**src/rtl/rx_cmd_parser_pkg.sv**
```systemverilog
// Shared definitions for the UART command parser: opcode bytes, command-type
// encodings, parser state encodings and the opcode decode helper.
package rx_cmd_parser_pkg;

   // Opcode bytes as they arrive from the UART receiver
   localparam logic [7:0] OP_WR      = 8'hAA;
   localparam logic [7:0] OP_RD      = 8'hBB;
   localparam logic [7:0] OP_ALU     = 8'hCC;
   localparam logic [7:0] OP_ALU_NOP = 8'hDD;

   // Command type presented on o_cmd_type
   typedef enum logic [1:0] {
      CMD_WR      = 2'd0,
      CMD_RD      = 2'd1,
      CMD_ALU     = 2'd2,
      CMD_ALU_NOP = 2'd3
   } cmd_type_e;

   // Parser states (plain constants so older code can share the encoding)
   localparam logic [2:0] ST_IDLE     = 3'd0;
   localparam logic [2:0] ST_GET_ADDR = 3'd1;
   localparam logic [2:0] ST_GET_D0   = 3'd2;
   localparam logic [2:0] ST_GET_D1   = 3'd3;
   localparam logic [2:0] ST_GET_FUN  = 3'd4;
   localparam logic [2:0] ST_HOLD     = 3'd5;

   // Result of looking at an opcode byte: is it known, which command does it
   // start, and which field is collected first.
   typedef struct packed {
      logic       known;
      cmd_type_e  ctype;
      logic [2:0] first;
   } op_decode_t;

   function automatic op_decode_t decode_opcode(input logic [7:0] op);
      op_decode_t d;
      d.known = 1'b1;
      d.ctype = CMD_WR;
      d.first = ST_GET_ADDR;
      case (op)
         OP_WR: d.ctype = CMD_WR;
         OP_RD: d.ctype = CMD_RD;
         OP_ALU: begin
            d.ctype = CMD_ALU;
            d.first = ST_GET_D0;
         end
         OP_ALU_NOP: begin
            d.ctype = CMD_ALU_NOP;
            d.first = ST_GET_FUN;
         end
         default: begin
            d.known = 1'b0;
            d.first = ST_IDLE;
         end
      endcase
      return d;
   endfunction

   // True while a frame is being collected (the inter-byte timeout applies)
   function automatic logic is_get_state(input logic [2:0] st);
      return (st == ST_GET_ADDR) || (st == ST_GET_D0) ||
             (st == ST_GET_D1)   || (st == ST_GET_FUN);
   endfunction

endpackage

```
**src/rtl/rx_cmd_timer.sv**
```systemverilog
// Inter-byte timeout timer for the command parser.
// Down-counter loaded with TIMEOUT_CYC-1; each enabled cycle counts one idle
// cycle, and expired is the terminal-count (zero) compare.
// Ports:
//   clk     - clock
//   rst     - asynchronous active-high reset (counter reloads)
//   clear   - reload the counter (byte accepted or not inside a frame)
//   enable  - count one idle cycle
//   expired - TIMEOUT_CYC-1 idle cycles have been counted
module rx_cmd_timer #(
   parameter int TIMEOUT_CYC = 4096
) (
   input  logic clk,
   input  logic rst,
   input  logic clear,
   input  logic enable,
   output logic expired
);

   localparam int CW = (TIMEOUT_CYC > 2) ? $clog2(TIMEOUT_CYC) : 1;
   localparam logic [CW-1:0] LOAD = CW'(TIMEOUT_CYC - 1);

   logic [CW-1:0] cnt;

   always_ff @(posedge clk or posedge rst) begin
      if (rst) begin
         cnt <= LOAD;
      end else if (clear) begin
         cnt <= LOAD;
      end else if (enable && (cnt != '0)) begin
         // holds at zero; the parser leaves the frame on the same edge
         cnt <= cnt - CW'(1);
      end
   end

   assign expired = (cnt == '0);

endmodule

```
**src/rtl/rx_cmd_parser.sv**
```systemverilog
// UART command frame parser.
// Assembles opcode + operand bytes from the UART receiver into one command
// and holds it until the downstream block accepts it.
//   0xAA WR      : addr, data
//   0xBB RD      : addr
//   0xCC ALU     : A, B, fun
//   0xDD ALU_NOP : fun
// Ports:
//   i_clk, i_rst   - clock, asynchronous active-high reset
//   i_data         - received byte, qualified by the i_data_valid strobe
//   i_cmd_ready    - downstream accepts the pending command
//   o_cmd_valid    - complete command presented (held until accepted)
//   o_cmd_type     - WR=0, RD=1, ALU=2, ALU_NOP=3
//   o_addr         - register address (WR, RD)
//   o_data_a       - write data (WR) or operand A (ALU)
//   o_data_b       - operand B (ALU)
//   o_fun          - ALU function (ALU, ALU_NOP)
//   o_cmd_err      - one-cycle pulse: unknown opcode or inter-byte timeout
//   o_ovf_err      - one-cycle pulse: byte dropped while a command is held
//
// state    | meaning
// ---------+--------------------------------------------------------------
// IDLE     | waiting for an opcode byte
// GET_ADDR | next byte is the register address (WR, RD)
// GET_D0   | next byte is write data (WR) or operand A (ALU)
// GET_D1   | next byte is operand B (ALU)
// GET_FUN  | next byte carries the ALU function (ALU, ALU_NOP)
// HOLD     | command presented, waiting for i_cmd_ready
module rx_cmd_parser
   import rx_cmd_parser_pkg::*;
#(
   parameter int WIDTH       = 8,
   parameter int ADDR_WIDTH  = 4,
   parameter int TIMEOUT_CYC = 4096
) (
   input  logic                  i_clk,
   input  logic                  i_rst,
   input  logic [WIDTH-1:0]      i_data,
   input  logic                  i_data_valid,
   input  logic                  i_cmd_ready,
   output logic                  o_cmd_valid,
   output logic [1:0]            o_cmd_type,
   output logic [ADDR_WIDTH-1:0] o_addr,
   output logic [WIDTH-1:0]      o_data_a,
   output logic [WIDTH-1:0]      o_data_b,
   output logic [3:0]            o_fun,
   output logic                  o_cmd_err,
   output logic                  o_ovf_err
);

   logic [2:0]            state, state_nxt;
   cmd_type_e             cmd_type, type_nxt;
   logic [ADDR_WIDTH-1:0] addr, addr_nxt;
   logic [WIDTH-1:0]      data_a, a_nxt;
   logic [WIDTH-1:0]      data_b, b_nxt;
   logic [3:0]            fun, fun_nxt;
   logic                  cmd_err, err_nxt;
   logic                  ovf_err, ovf_nxt;

   logic                  start;
   logic                  abort;
   logic                  clear_fields;
   logic                  upper_zero;
   logic                  opcode_ok;
   op_decode_t            dec;

   logic                  in_get;
   logic                  timer_clear;
   logic                  timer_enable;
   logic                  timer_expired;

   // Opcodes are 8-bit values; on a wider bus the extra bits must be zero
   if (WIDTH > 8) begin : g_wide
      assign upper_zero = (i_data[WIDTH-1:8] == '0);
   end else begin : g_narrow
      assign upper_zero = 1'b1;
   end

   assign dec       = decode_opcode(i_data[7:0]);
   assign opcode_ok = dec.known && upper_zero;

   assign in_get       = is_get_state(state);
   assign timer_clear  = !in_get || i_data_valid;
   assign timer_enable = in_get && !i_data_valid;

   rx_cmd_timer #(
      .TIMEOUT_CYC (TIMEOUT_CYC)
   ) u_timer (
      .clk     (i_clk),
      .rst     (i_rst),
      .clear   (timer_clear),
      .enable  (timer_enable),
      .expired (timer_expired)
   );

   always_comb begin
      state_nxt    = state;
      type_nxt     = cmd_type;
      addr_nxt     = addr;
      a_nxt        = data_a;
      b_nxt        = data_b;
      fun_nxt      = fun;
      err_nxt      = 1'b0;
      ovf_nxt      = 1'b0;
      start        = 1'b0;
      abort        = 1'b0;
      clear_fields = 1'b0;

      case (state)
         ST_IDLE: begin
            start = i_data_valid;
         end
         ST_GET_ADDR: begin
            if (i_data_valid) begin
               addr_nxt  = i_data[ADDR_WIDTH-1:0];
               state_nxt = (cmd_type == CMD_WR) ? ST_GET_D0 : ST_HOLD;
            end else if (timer_expired) begin
               abort = 1'b1;
            end
         end
         ST_GET_D0: begin
            if (i_data_valid) begin
               a_nxt     = i_data;
               state_nxt = (cmd_type == CMD_ALU) ? ST_GET_D1 : ST_HOLD;
            end else if (timer_expired) begin
               abort = 1'b1;
            end
         end
         ST_GET_D1: begin
            if (i_data_valid) begin
               b_nxt     = i_data;
               state_nxt = ST_GET_FUN;
            end else if (timer_expired) begin
               abort = 1'b1;
            end
         end
         ST_GET_FUN: begin
            if (i_data_valid) begin
               fun_nxt   = i_data[3:0];
               state_nxt = ST_HOLD;
            end else if (timer_expired) begin
               abort = 1'b1;
            end
         end
         ST_HOLD: begin
            if (i_cmd_ready) begin
               // a byte arriving with the handshake opens the next frame
               state_nxt    = ST_IDLE;
               clear_fields = 1'b1;
               start        = i_data_valid;
            end else if (i_data_valid) begin
               ovf_nxt = 1'b1;
            end
         end
         default: begin
            state_nxt = ST_IDLE;
         end
      endcase

      if (abort) begin
         state_nxt    = ST_IDLE;
         clear_fields = 1'b1;
         err_nxt      = 1'b1;
      end

      // fields a command does not use must read as zero when presented
      if (clear_fields || start) begin
         type_nxt = CMD_WR;
         addr_nxt = '0;
         a_nxt    = '0;
         b_nxt    = '0;
         fun_nxt  = '0;
      end

      if (start) begin
         if (opcode_ok) begin
            type_nxt  = dec.ctype;
            state_nxt = dec.first;
         end else begin
            state_nxt = ST_IDLE;
            err_nxt   = 1'b1;
         end
      end
   end

   always_ff @(posedge i_clk or posedge i_rst) begin
      if (i_rst) begin
         state    <= ST_IDLE;
         cmd_type <= CMD_WR;
         addr     <= '0;
         data_a   <= '0;
         data_b   <= '0;
         fun      <= '0;
         cmd_err  <= 1'b0;
         ovf_err  <= 1'b0;
      end else begin
         state    <= state_nxt;
         cmd_type <= type_nxt;
         addr     <= addr_nxt;
         data_a   <= a_nxt;
         data_b   <= b_nxt;
         fun      <= fun_nxt;
         cmd_err  <= err_nxt;
         ovf_err  <= ovf_nxt;
      end
   end

   assign o_cmd_valid = (state == ST_HOLD);
   assign o_cmd_type  = cmd_type;
   assign o_addr      = addr;
   assign o_data_a    = data_a;
   assign o_data_b    = data_b;
   assign o_fun       = fun;
   assign o_cmd_err   = cmd_err;
   assign o_ovf_err   = ovf_err;

endmodule

```
**config.mk**
```make
export PLATFORM = sky130hd
export DESIGN_NAME = rx_cmd_parser
export DESIGN_NICKNAME = d
export VERILOG_FILES = /design/src/rtl/rx_cmd_parser_pkg.sv /design/src/rtl/rx_cmd_timer.sv /design/src/rtl/rx_cmd_parser.sv
export SDC_FILE = /design/constraint.sdc
export NUM_CORES = 1
export LEC_CHECK = 0
export ABC_AREA = 1
export ABC_CLOCK_PERIOD_IN_PS = 4350
export CAP_MARGIN = 20
export CORE_MARGIN = 2
export CORE_UTILIZATION = 56
export DETAILED_ROUTE_END_ITERATION = 10
export PLACE_DENSITY = 0.85
export SYNTH_ARGS = -nofsm -noshare
export SYNTH_HDL_FRONTEND = slang
export SYNTH_SLANG_ARGS = --single-unit
```
**constraint.sdc**
```tcl
create_clock -name i_clk -period 4.35 [get_ports i_clk]
set_input_delay 0.6525 -clock i_clk [delete_from_list [all_inputs] [get_ports i_clk]]
set_output_delay 0.6525 -clock i_clk [all_outputs]
set_load 0.005 [all_outputs]
```
==> metrics, run 1 <==
layout cells sized above 1=9.21%; clock-pin slew on the worst setup and hold paths=80 ps; Num CTS Buffers=5; Crit Path Category=register to primary output; vias per inst=~5.3; start point of the critical path=state[1]; Slew Limit Fails=0; total negative slack=0 ps; Resize count post-CTS=0; clock power share=38.2%; outcome=finished clean; Worst R2R Path Depth=9; Net count, final=382; Die Span Y=68.4 um; CP max FO=6; cell repeated most along the worst path=inv_1; post-synth design cell area=between 2000 and 2500 um^2; area delta synth->final=25.7%; Crit Reg-Reg Startpoint=u_timer.cnt[0]; most frequent cells in the layout=130 x nand2_1, 40 x clkdlybuf4s50_1, 39 x inv_1; crit path cell chain=inv_1, nand3_1, inv_1, clkdlybuf4s50_1; global route overflow=0; core box area=4000 um^2; first-pass GRT wire length=9270 um; clk_skew=4.00 ps; # rows=23; R2R Path End=o_data_a[3]; DR vias=between 2000 and 2500; Routed Antenna Nets=0; Netlist cell types=22; R2R Setup Slk=2410 ps; P_sw=~0.00026 W; CP required=3700 ps; MaxCap Viol Count=0; Final Hold Fails=0; Total Routed Length=about 5500 um; Worst setup SP type=register; arrival time worst endpoint=~1600 ps; Clock Sinks=43; WL/cell=13.1 um; endpoints failing setup=0; Post-CTS Hold Buffers=0; initial drt markers=around 200; H-Tree Depth=2; internal power=0.000716 W; CTS tree=yes; ANT cells=0; Yosys warning count=0; Pre-Repair DR Iteration Count=5; clk_lat worst skew=approximately 300 ps; worst slew pin tran=925 ps; fmax=0.443 GHz; crit path to=o_cmd_valid; switching portion of total power=27.0%; max incr delay on CP=about 520 ps; worst-case vdd ir drop=197 uV; Reg power frac=44.6%; period utilization=51.9%; WHS=480 ps; DR DRC count=0; initial antenna violation count=0; syn_area_per_cell=7.23 um^2; unrepaired setup endpoints after global routing=false; Total GRT Usage=26.4%; DP Wirelength=around 4000 um; sequential area share after synthesis=roughly 47%; combinational share of power=17.1%; flops & latches, synth=43; Slew HR=37.8%; leakage=1.47 nW; PortBufs=40; CP endpoint kind=primary output; Post-Syn Instances=321; most common cell after layout, fill and taps aside=nand2_1; Min-Delay Path Class=register to register; Critical-path top delay cell=clkdlybuf4s50_1; Power Dens Cells=between 300 and 400 nW/um^2; die area=4680 um^2; Clock Root Buffer=clkbuf_8; vias in the first global route=approximately 2000; largest net degree at the start of global routing=44; die width=68.4 um; Initial Utilization=58.0%; Max Root-Sink Buffers=2; I/O pin total=41; Mapped Nets=335; fin crit period=2260 ps; routability congestion estimate=approximately 0.87; Post-CTS Setup Inserts=0
==> final cells by class <==
cell class / count / area [um^2]
inverter: 41 / 154
timing repair buffer: 41 / 408
clock buffer: 5 / 68.8
clock inverter: 3 / 67.6
fill: 300 / 1080
multi-input combinational: 236 / 1060
sequential: 43 / 1090
tap: 50 / 62.6
==> worst min-delay path by stage <==
| stage | start | to | slack [ps] | cells past startpoint |
|---|---|---|---|---|
| final | o_data_b[2] | o_data_b[2] | 480 | 2 |
| after global routing | o_fun[1] | o_fun[1] | 500 | 2 |
| after CTS | o_data_b[2] | o_data_b[2] | 480 | 2 |
| after detailed placement | o_data_b[2] | o_data_b[2] | 460 | 2 |
| after global placement | o_fun[0] | o_fun[0] | 460 | 2 |
| after floorplan | o_addr[0] | o_addr[0] | 470 | 2 |
==> flip-flops by register name, summed over array words and instances (netlist names) <==
signal       cells
o_cmd_type       2
o_addr           4
o_data_b         8
o_fun            4
o_data_a         8
o_cmd_err        1
o_ovf_err        1
state            3
u_timer.cnt     12
==> worst max-delay path: cells and delay by family, from the launching register on <==
kind          cells  cell delay [ps]
simple gates      1              100
buf+inv           3              770
flops             1              440
==> metal layers <==
| metal | up-vias | routed length, um | track usage, % |
|---|---|---|---|
| li1 | 1096 | - | - |
| met1 | 1023 | 2500 | 35.3 |
| met2 | 97 | 2560 | 43.5 |
| met3 | 9 | 369 | 5.10 |
| met4 | 0 | 67 | 7.25 |
| met5 | - | 0 | 0 |
==> metrics by stage <==
stage                     total power, W  area, um^2  utilization [%]  cells  worst slack (ps)
after global routing             0.00102        2920             72.9    419              1970
after global placement          0.000609        2780             69.5    411              1970
after CTS                       0.000985        2920             72.9    419              2080
after detailed placement        0.000611        2780             69.5    411              1900
final                           0.000980        2920             72.9    419              2090
after floorplan                 0.000547        2320                -    321              2680
==> kinds of logic (layout without fill, tap and decap cells) <==
group | after synthesis | count (layout) | share of synthesized area (%)
buffers and inverters | 42 | 90 | 7.12
AND/OR/NAND/NOR | 216 | 216 | 40.6
flip-flops | 43 | 43 | 47.0
adder cells (fa/ha/maj) | 2 | 2 | 1.08
AO/OA/AOI/OAI | 18 | 18 | 4.15
==> power by group through the flow <==
| stage | Clock (W) | Sequential [W] | Combinational, W |
|---|---|---|---|
| 3_3_place_gp | 0 | 0.000444 | 0.000164 |
| 6_report | 0.000375 | 0.000437 | 0.000168 |
| 2_1_floorplan | 0 | 0.000444 | 0.000103 |
| 5_1_grt | 0.000395 | 0.000440 | 0.000187 |
| 4_1_cts | 0.000379 | 0.000437 | 0.000168 |
| 3_5_place_dp | 0 | 0.000445 | 0.000166 |
==> synth_stat cells (all sizes together) <==
master	count	share of area, %
o22ai	1	0.27
nor3	6	1.3
ha	2	1.1
nand2	130	21
buf	1	0.49
o21ai	12	2.6
nand4	8	2.2
nand3b	2	0.65
inv	41	6.6
or2	1	0.27
o211ai	2	0.65
nor4	1	0.27
and3	1	0.27
dfrtp	31	33
dfstp	12	14
a21oi	3	0.65
nor2	43	8.5
nand3	24	6.3
No activity file was read; power rests on OpenSTA's default activity.
==> run 2: changes to the inputs <==
--- a/config.mk
+++ b/config.mk
@@ -6,12 +6,12 @@
 export NUM_CORES = 1
 export LEC_CHECK = 0
 export ABC_AREA = 1
-export ABC_CLOCK_PERIOD_IN_PS = 4350
+export ABC_CLOCK_PERIOD_IN_PS = 2100
 export CAP_MARGIN = 20
 export CORE_MARGIN = 2
-export CORE_UTILIZATION = 56
+export CORE_UTILIZATION = 52
 export DETAILED_ROUTE_END_ITERATION = 10
-export PLACE_DENSITY = 0.85
+export PLACE_DENSITY = 0.8
 export SYNTH_ARGS = -nofsm -noshare
 export SYNTH_HDL_FRONTEND = slang
 export SYNTH_SLANG_ARGS = --single-unit
==> constraint.sdc (replaced) <==
create_clock -name i_clk -period 2.1 [get_ports i_clk]
set_input_delay 0.315 -clock i_clk [delete_from_list [all_inputs] [get_ports i_clk]]
set_output_delay 0.315 -clock i_clk [all_outputs]
set_load 0.005 [all_outputs]
==> run 2 against run 1 <==
Net effect: final area is 0.43% higher; routed wire length is 3.0% lower; count of clock-buffer cells in the layout is 1 higher; non-clock buffer count grew 8; sequential share of layout area down 0.16 points; clock skew grew 5.8 ps; hold slack got worse by 21 ps; clock power up 42%; cell count grew 2.4%; critical endpoint unchanged; first-iteration DRC count decreased by 25%; via count shrank 2.6%; flip-flop and latch count unchanged.
==> metrics, run 2 (same netlist as run 1, synthesis figures left out) <==
Power Dens Cells=616 nW/um^2; WL/cell=approximately 12 um; Multi-input gate area=1060 um^2; Total GRT Usage=a little under a quarter; Storage cell area=1090 um^2; PortBufs=40; Max Root-Sink Buffers=2; Worst setup SP type=register; Total Routed Length=5340 um; Worst R2R Path Depth=10; CP endpoint kind=primary output; Net count, final=just under 400; die width=70.8 um; most common cell after layout, fill and taps aside=nand2_1; MaxCap Viol Count=0; Largest register FFs=12; CP required=1780 ps; arrival time worst endpoint=1610 ps; I/O pin total=between 40 and 50; clk_skew=9.79 ps; Core Util, Final=between 60% and 70%; Slew HR=64.5%; fin crit period=1920 ps; P_sw=roughly 0.00055 W; initial drt markers=155; period utilization=91.5%; H-Tree Depth=2; Clock Sinks=between 40 and 50; vias per inst=5.05; total negative slack=0 ps; Clock Root Buffer=clkbuf_8; DP Wirelength=around 4000 um; Post-CTS Setup Inserts=0; Reg power frac=50.1%; initial antenna violation count=0; Num CTS Buffers=5; layout cells sized above 1=10.9%; first-pass GRT wire length=slightly below 9000 um; Min-Delay Path Class=input port to asynchronous set/reset pin; ANT cells=0; area delta synth->final=26.2%; CTS tree=yes; switching portion of total power=30.4%; Fillers=approximately 370; Post-CTS Hold Buffers=0; internal power=0.00126 W; WHS=459 ps; clk_lat worst skew=310 ps; unrepaired setup endpoints after global routing=false; leakage=1.49 nW; outcome=finished clean; Slew Limit Fails=0; DR vias=2168; Layout Cells excl Fill=429; most frequent cells in the layout=130 x nand2_1, 40 x clkdlybuf4s50_1, 39 x inv_1; worst slew pin tran=533 ps; Final Hold Fails=0; Crit Path Category=register to primary output; Routed Antenna Nets=0; routability congestion estimate=0.889; Initial Utilization=53.7%; worst-case vdd ir drop=497 uV; endpoints failing setup=0; Die Span Y=70.8 um; Placed Cells=approximately 420; die area=between 5000 and 6000 um^2; CP max FO=6; Overall Power=~0.0018 W; vias in the first global route=between 1500 and 2000; global route overflow=0; combinational share of power=20.3%; core box area=4320 um^2; DR DRC count=0; Most flops, register=u_timer.cnt; clock power share=29.6%; Resize count post-CTS=0; Pre-Repair DR Iteration Count=4; # rows=24; fmax=0.520 GHz; largest net degree at the start of global routing=44; clock-pin slew on the worst setup and hold paths=~90 ps
[run 2: metrics by stage]
step | cell area, um^2 | worst slack (ps)
global placement | 2840 | 177
global route | 2930 | 68.9
detailed placement | 2840 | 142
floorplan | 2320 | 521
CTS | 2930 | 185
finish | 2930 | 178
[run 2: path summary, 6_finish.rpt]
| kind | start | end | slack (ps) |
|---|---|---|---|
| max reg2reg | state[1] | state[1] | 310 |
| min reg2reg | o_addr[1] | o_addr[1] | 480 |
| min | i_rst | o_data_a[1] | 460 |
| min in group i_clk | o_addr[1] | o_addr[1] | 480 |
| max | state[1] | o_cmd_valid | 180 |
| max in group asynchronous | i_rst | u_timer.cnt[0] | 1270 |
[run 2: per-layer routing]
metal / vias up / wire (um) / part of all wire, % / GRT usage (%)
met2: 64 / 2540 / 48 / 39.0
li1: 1109 / - / - / -
met5: - / 0 / 0 / 0
met4: 0 / 61 / 1.1 / 5.66
met3: 6 / 324 / 6.1 / 5.13
met1: 989 / 2410 / 45 / 29.0
[run 2: power groups by stage]
stage | sequential [W] | clock (W) | combinational [W]
after detailed placement | 0.000920 | 0 | 0.000366
final | 0.000905 | 0.000534 | 0.000366
after global placement | 0.000919 | 0 | 0.000359
after global routing | 0.000910 | 0.000572 | 0.000404
after CTS | 0.000905 | 0.000536 | 0.000368
after floorplan | 0.000919 | 0 | 0.000214
[run 2: worst max-delay path: stages (launching register included)]
cell	delay, ps
dfrtp_1	440
inv_1	110
nand3_1	100
inv_1	140
clkdlybuf4s50_1	520
[run 2: area by class of cell]
type / instances / share of cell area, %
Inverter: 41 / 5.25
Clock buffer: 6 / 2.48
Clock inverter: 2 / 0.470
Timing Repair Buffer: 49 / 16.0
Sequential cell: 43 / 37.2
Tap cell: 52 / 2.22
Multi-Input combinational cell: 236 / 36.4
